==> src/rtl/alu_muldiv.sv <==
// alu_muldiv: iterative RV32M multiply/divide unit beside the execute-stage ALU.
// Shift-add multiplier and restoring divider, one result bit per cycle,
// valid/ready handshake on both sides, result held until taken.
// Optional feature macro: ALU_MULDIV_EARLY_OUT_EN (trivial cases skip the iteration phase).
module alu_muldiv #(
    parameter int DATA_WIDTH = 32
) (
    input  logic                  clk_i,
    input  logic                  rst_ni,
    input  logic                  Valid_i,
    output logic                  Ready_o,
    input  logic [2:0]            MulDivOp_i,
    input  logic [DATA_WIDTH-1:0] SrcA_i,
    input  logic [DATA_WIDTH-1:0] SrcB_i,
    input  logic                  Flush_i,
    output logic                  Valid_o,
    input  logic                  Ready_i,
    output logic [DATA_WIDTH-1:0] Result_o,
    output logic                  Busy_o
);

    localparam int W  = DATA_WIDTH;
    localparam int CW = $clog2(DATA_WIDTH) + 1;
    localparam logic [CW-1:0] LP_CNT_INIT = CW'(DATA_WIDTH);
    localparam logic [W-1:0]  LP_MOST_NEG = {1'b1, {(W-1){1'b0}}};

    typedef enum logic [1:0] {
        S_IDLE = 2'd0,
        S_BUSY = 2'd1,
        S_SIGN = 2'd2,
        S_DONE = 2'd3
    } state_t;

    state_t           r_state;
    logic [2:0]       r_op;
    logic [W-1:0]     r_mag_a;
    logic [W-1:0]     r_mag_b;
    logic [W-1:0]     r_src_a;
    logic             r_neg_res;
    logic             r_neg_rem;
    logic             r_div_zero;
    logic             r_ovf;
    logic [CW-1:0]    r_cnt;
    logic [2*W-1:0]   r_acc;
    logic [W-1:0]     r_result;

    // Operand decode at acceptance: signedness, magnitudes, special cases
    logic             w_is_div;
    logic             w_a_signed;
    logic             w_b_signed;
    logic             w_a_neg;
    logic             w_b_neg;
    logic [W-1:0]     w_mag_a;
    logic [W-1:0]     w_mag_b;
    logic             w_div_zero;
    logic             w_ovf;
    logic             w_early;

    assign w_is_div   = MulDivOp_i[2];
    assign w_a_signed = (MulDivOp_i == 3'b001) || (MulDivOp_i == 3'b010) ||
                        (MulDivOp_i == 3'b100) || (MulDivOp_i == 3'b110);
    assign w_b_signed = (MulDivOp_i == 3'b001) || (MulDivOp_i == 3'b100) ||
                        (MulDivOp_i == 3'b110);
    assign w_a_neg    = w_a_signed & SrcA_i[W-1];
    assign w_b_neg    = w_b_signed & SrcB_i[W-1];
    // The most-negative value maps to 2^(W-1), which still fits as unsigned
    assign w_mag_a    = w_a_neg ? (~SrcA_i + 1'b1) : SrcA_i;
    assign w_mag_b    = w_b_neg ? (~SrcB_i + 1'b1) : SrcB_i;
    assign w_div_zero = (SrcB_i == '0);
    assign w_ovf      = w_is_div && !MulDivOp_i[0] &&
                        (SrcA_i == LP_MOST_NEG) && (SrcB_i == '1);

`ifdef ALU_MULDIV_EARLY_OUT_EN
    // Results of these cases are fully determined without iterating
    assign w_early = w_is_div ? (w_div_zero || w_ovf)
                              : ((SrcA_i == '0) || (SrcB_i == '0));
`else
    assign w_early = 1'b0;
`endif

    // One shift-add multiply step: acc = {partial product, remaining multiplier}
    logic [W:0]       w_mul_sum;
    logic [2*W-1:0]   w_mul_next;
    assign w_mul_sum  = r_acc[0] ? ({1'b0, r_acc[2*W-1:W]} + {1'b0, r_mag_a})
                                 : {1'b0, r_acc[2*W-1:W]};
    assign w_mul_next = {w_mul_sum, r_acc[W-1:1]};

    // One restoring divide step: acc = {remainder, dividend/quotient}
    logic [W:0]       w_shift_rem;
    logic [W:0]       w_trial;
    logic             w_q_bit;
    logic [2*W-1:0]   w_div_next;
    assign w_shift_rem = {r_acc[2*W-1:W], r_acc[W-1]};
    assign w_trial     = w_shift_rem - {1'b0, r_mag_b};
    assign w_q_bit     = ~w_trial[W];
    assign w_div_next  = {(w_q_bit ? w_trial[W-1:0] : w_shift_rem[W-1:0]),
                          r_acc[W-2:0], w_q_bit};

    // Sign correction of the finished magnitudes
    logic [2*W-1:0]   w_prod;
    logic [W-1:0]     w_quot;
    logic [W-1:0]     w_rem;
    assign w_prod = r_neg_res ? (~r_acc + 1'b1) : r_acc;
    assign w_quot = r_neg_res ? (~r_acc[W-1:0] + 1'b1) : r_acc[W-1:0];
    assign w_rem  = r_neg_rem ? (~r_acc[2*W-1:W] + 1'b1) : r_acc[2*W-1:W];

    // Result select with divide special-case overrides
    logic [W-1:0]     w_sign_result;
    always_comb begin
        w_sign_result = '0;
        if (!r_op[2]) begin
            w_sign_result = (r_op[1:0] == 2'b00) ? w_prod[W-1:0] : w_prod[2*W-1:W];
        end else if (!r_op[1]) begin
            if (r_div_zero)  w_sign_result = '1;
            else if (r_ovf)  w_sign_result = r_src_a;
            else             w_sign_result = w_quot;
        end else begin
            if (r_div_zero)  w_sign_result = r_src_a;
            else if (r_ovf)  w_sign_result = '0;
            else             w_sign_result = w_rem;
        end
    end

    // Control FSM and datapath registers; flush wins over every other transition
    always_ff @(posedge clk_i or negedge rst_ni) begin
        if (!rst_ni) begin
            r_state    <= S_IDLE;
            r_op       <= '0;
            r_mag_a    <= '0;
            r_mag_b    <= '0;
            r_src_a    <= '0;
            r_neg_res  <= 1'b0;
            r_neg_rem  <= 1'b0;
            r_div_zero <= 1'b0;
            r_ovf      <= 1'b0;
            r_cnt      <= '0;
            r_acc      <= '0;
            r_result   <= '0;
        end else if (Flush_i) begin
            r_state <= S_IDLE;
        end else begin
            case (r_state)
                S_IDLE: begin
                    if (Valid_i) begin
                        r_op       <= MulDivOp_i;
                        r_mag_a    <= w_mag_a;
                        r_mag_b    <= w_mag_b;
                        r_src_a    <= SrcA_i;
                        r_neg_res  <= w_a_neg ^ w_b_neg;
                        r_neg_rem  <= w_a_neg;
                        r_div_zero <= w_div_zero;
                        r_ovf      <= w_ovf;
                        r_cnt      <= LP_CNT_INIT;
                        if (w_early)
                            r_acc <= '0;
                        else if (w_is_div)
                            r_acc <= {{W{1'b0}}, w_mag_a};
                        else
                            r_acc <= {{W{1'b0}}, w_mag_b};
                        r_state    <= w_early ? S_SIGN : S_BUSY;
                    end
                end
                S_BUSY: begin
                    r_cnt <= r_cnt - 1'b1;
                    r_acc <= r_op[2] ? w_div_next : w_mul_next;
                    if (r_cnt == CW'(1))
                        r_state <= S_SIGN;
                end
                S_SIGN: begin
                    r_result <= w_sign_result;
                    r_state  <= S_DONE;
                end
                S_DONE: begin
                    if (Ready_i)
                        r_state <= S_IDLE;
                end
                default: r_state <= S_IDLE;
            endcase
        end
    end

    assign Ready_o  = (r_state == S_IDLE);
    assign Valid_o  = (r_state == S_DONE);
    assign Busy_o   = (r_state == S_BUSY) || (r_state == S_SIGN);
    assign Result_o = r_result;

endmodule

==> config.mk <==
export PLATFORM = sky130hd
export DESIGN_NAME = alu_muldiv
export DESIGN_NICKNAME = d
export VERILOG_FILES = /design/src/rtl/alu_muldiv.sv
export SDC_FILE = /design/constraint.sdc
export NUM_CORES = 1
export LEC_CHECK = 0
export ABC_AREA = 1
export CAP_MARGIN = 10
export CORE_UTILIZATION = 33
export DETAILED_ROUTE_END_ITERATION = 12
export MAX_ROUTING_LAYER = met4
export PLACE_DENSITY = 0.5
export SLEW_MARGIN = 25
export SYNTH_ARGS = -nofsm -noshare
export SYNTH_HDL_FRONTEND = slang
export SYNTH_SLANG_ARGS = --single-unit
export TNS_END_PERCENT = 20
==> constraint.sdc <==
create_clock -name clk_i -period 6.29 [get_ports clk_i]
set_clock_uncertainty 0.1 [all_clocks]
set_input_delay 1.258 -clock clk_i [delete_from_list [all_inputs] [get_ports clk_i]]
set_output_delay 1.258 -clock clk_i [all_outputs]
set_load 0.05 [all_outputs]
==> flow_summary.yaml <==
timing:
  setup_tns_ns: 0
  rsz0062_at_grt: "no"
  slew_viol_final: 0
  hold_violations: 0
  tightest_slew_ns: 1.01
  fmax_ghz: 0.253
  final-setup-viol-count: 0
  fin_crit_sh: 0.630
  slew_headroom: 0.329
  fin_crit_ns: 3.96
global_routing:
  grtUsageTotal: 0.315
  grt_pass1_wl_mm: 150
  grt_pass1_vias: 22433
  antenna_found_initial: 1
  grt-ovfl-total: 0
  grt_max_degree: 123
cts:
  numCtsBuffers: 27
  path_clk_slew_ns: 0.06
  clock_path_buffers: 3
  cts.sinks: 206
  cts-hold-fix-buffers: 0
  cts_max_level: 1
  clockRootBuffer: "clkbuf_16"
  cts_setup_buffers: 0
  cts_tree: "done"
  clock_latency_ns: 0.57
  cts-resized-gates: 0
cells_and_area:
  areaGrowthSynthToFinish_pct: 12.2
  fill_cells: 7097
  drive_above_1_share: 0.0413
  fin_nets: 3880
  layout_commonest_cell: "nand2_1"
  layout_common_cells: "1320 x nand2_1, 450 x inv_1, 400 x nor2_1"
  final_core_util: 0.377
setup_path:
  ff2ff_setup_slack_ns: 2.57
  crit_path_start: "MulDivOp_i[2]"
  reg2reg_depth: 12
  critPathLaunchType: "input pin"
  crit_path_end_kind: "flop"
  crit_arrival_ns: 4.34
  r2r_start: "r_state[1]"
  critPathKind: "input pin to flop"
  cp-endpoint: "r_acc[31]"
  crit_required_ns: 6.67
  critical_path_peak_fanout: 31
  r2r-end: "r_acc[44]"
synthesis:
  postSynthAreaPerCell_um2: 5.73
  ys_seq_area_frac: 0.242
  synth-edff-count: 0
  ys_async_sr_fraction: 1.00
  synthCells: 3717
  syn_nets: 3866
  synth_area_um2: 21300
  synth_warnings: 0
  synth_ff_type: "dfrtp_1"
  yosysUniqueCellTypes: 53
  synth_seq_cells: 206
floorplanning:
  die-area_um2: 65600
  core-area_um2: 63400
  dieWidth_um: 256
  io_pins: 107
  initial_utilization: 0.336
  die_h_um: 256
  row_count: 92
detailed_routing:
  finalWirelength_mm: 102
  viasPerCell: 5.30
  ant_nets: 0
  drtIter0Drc: 2591
  wl_per_cell_um: 22.2
  firstDrtPassIters: 6
  drcViolationCount: 0
  vias: 24361
status:
  status: "complete, no violations"
worst_hold_path:
  hp-class: "flop to flop"
  holdPathStages: 2
pwr:
  ir_worst_vdd_uv: 299
  p_per_area_nw_per_um2: 608
  p_leak_nw: 12.4
placed_design:
  dp.final_hpwl_mm: 80.3
  port_buffers: 106
  gp_congestion: 1.00
run:
  cap_violations: 0
[logic make-up (layout without fill, tap and decap cells)]
family	count (synthesis)	after routing	share of synthesized area
AO/OA/AOI/OAI	506	506	0.128
XOR/XNOR	74	74	0.0304
adder cells (fa/ha/maj)	77	77	0.0459
buffers and inverters	610	643	0.113
flip-flops	206	206	0.242
other	0	2	0
AND/OR/NAND/NOR	2244	2244	0.441
[Yosys cell counts, types with 3 or more instances]
cell type  count  area (um^2)
nor2_1       403         1510
clkbuf_1      85          319
o211ai_1      23          173
a21oi_2        3         26.3
o22ai_1        3         18.8
o21ai_1       16         80.1
xnor2_1       11         96.3
nand2_4        4         45.0
buf_6          5         56.3
o21ai_0      183          916
buf_1         29          109
nor2_2        15         93.8
nand3_2       20          200
or2_2         10         62.6
a21oi_1      221         1110
inv_2          7         26.3
nor3_1        32          160
a31oi_1       30          188
nand3_1      351         1760
dfrtp_1      206         5150
ha_1          75          938
xor2_1        63          552
nand2_1     1320         4950
nand4_1       39          244
nand2_2       13         81.3
nor4_1         6         37.5
nand3b_1      20          150
o21bai_1      10         75.1
buf_2         23          115
inv_1        453         1700
a22oi_1        5         37.5
[per-stage QoR]
stage / total power, mW / std cells / cell area, um^2 / worst slack (ns) / hold WS (ns)
floorplan: 9.26 / 3717 / 21300 / 3.55 / 0.353
global placement: 12.7 / 4548 / 23000 / 1.82 / 0.366
detailed placement: 12.6 / 4548 / 23000 / 1.83 / 0.365
CTS: 14.3 / 4596 / 23900 / 2.41 / 0.380
global route: 15.7 / 4597 / 23900 / 2.18 / 0.413
finish: 14.5 / 4598 / 23900 / 2.33 / 0.375
[flip-flops by register name, summed over array words and instances (netlist names), 2 cells and up]
name	count
Result_o	32
r_acc	64
r_cnt	6
r_mag_a	32
r_mag_b	32
r_op	3
r_src_a	31
r_state	2
[power by group]
part,internal (mW),switching [mW]
clock,0.960,0.653
combinational,2.91,6.87
sequential,1.94,1.20
total,5.81,8.73
[worst min-delay path by stage]
stage,from,to
2_1_floorplan,r_mag_b[17],r_mag_b[17]
3_3_place_gp,Result_o[20],Result_o[20]
3_5_place_dp,Result_o[31],Result_o[31]
4_1_cts,Result_o[31],Result_o[31]
5_1_grt,Result_o[17],Result_o[17]
6_report,Result_o[31],Result_o[31]
[routing by layer]
metal	vias to the layer above	track usage	routed length, um
li1	11851	-	-
met1	11306	0.443	47000
met2	1073	0.456	42800
met3	131	0.0396	8140
met4	0	0.119	4340
met5	-	-	0
[critical path, cell delays in order]
cell,delay [ns]
clkdlybuf4s50_1,0.82
buf_4,0.48
clkinv_1,0.87
o21ai_0,0.53
nand2_1,0.17
a21oi_1,0.19
[area by class of cell]
class | instances | area [um^2] | share of cell area
clock buffer | 40 | 764 | 0.0320
multi-input combinational | 2901 | 13800 | 0.576
timing repair buffer | 134 | 1290 | 0.0539
clock inverter | 8 | 128 | 0.00534
sequential | 206 | 5160 | 0.216
inverter | 461 | 1730 | 0.0725
tap | 846 | 1060 | 0.0443
antenna | 2 | 5.00 | 0.000209
Power figures use the tool's default switching activity.
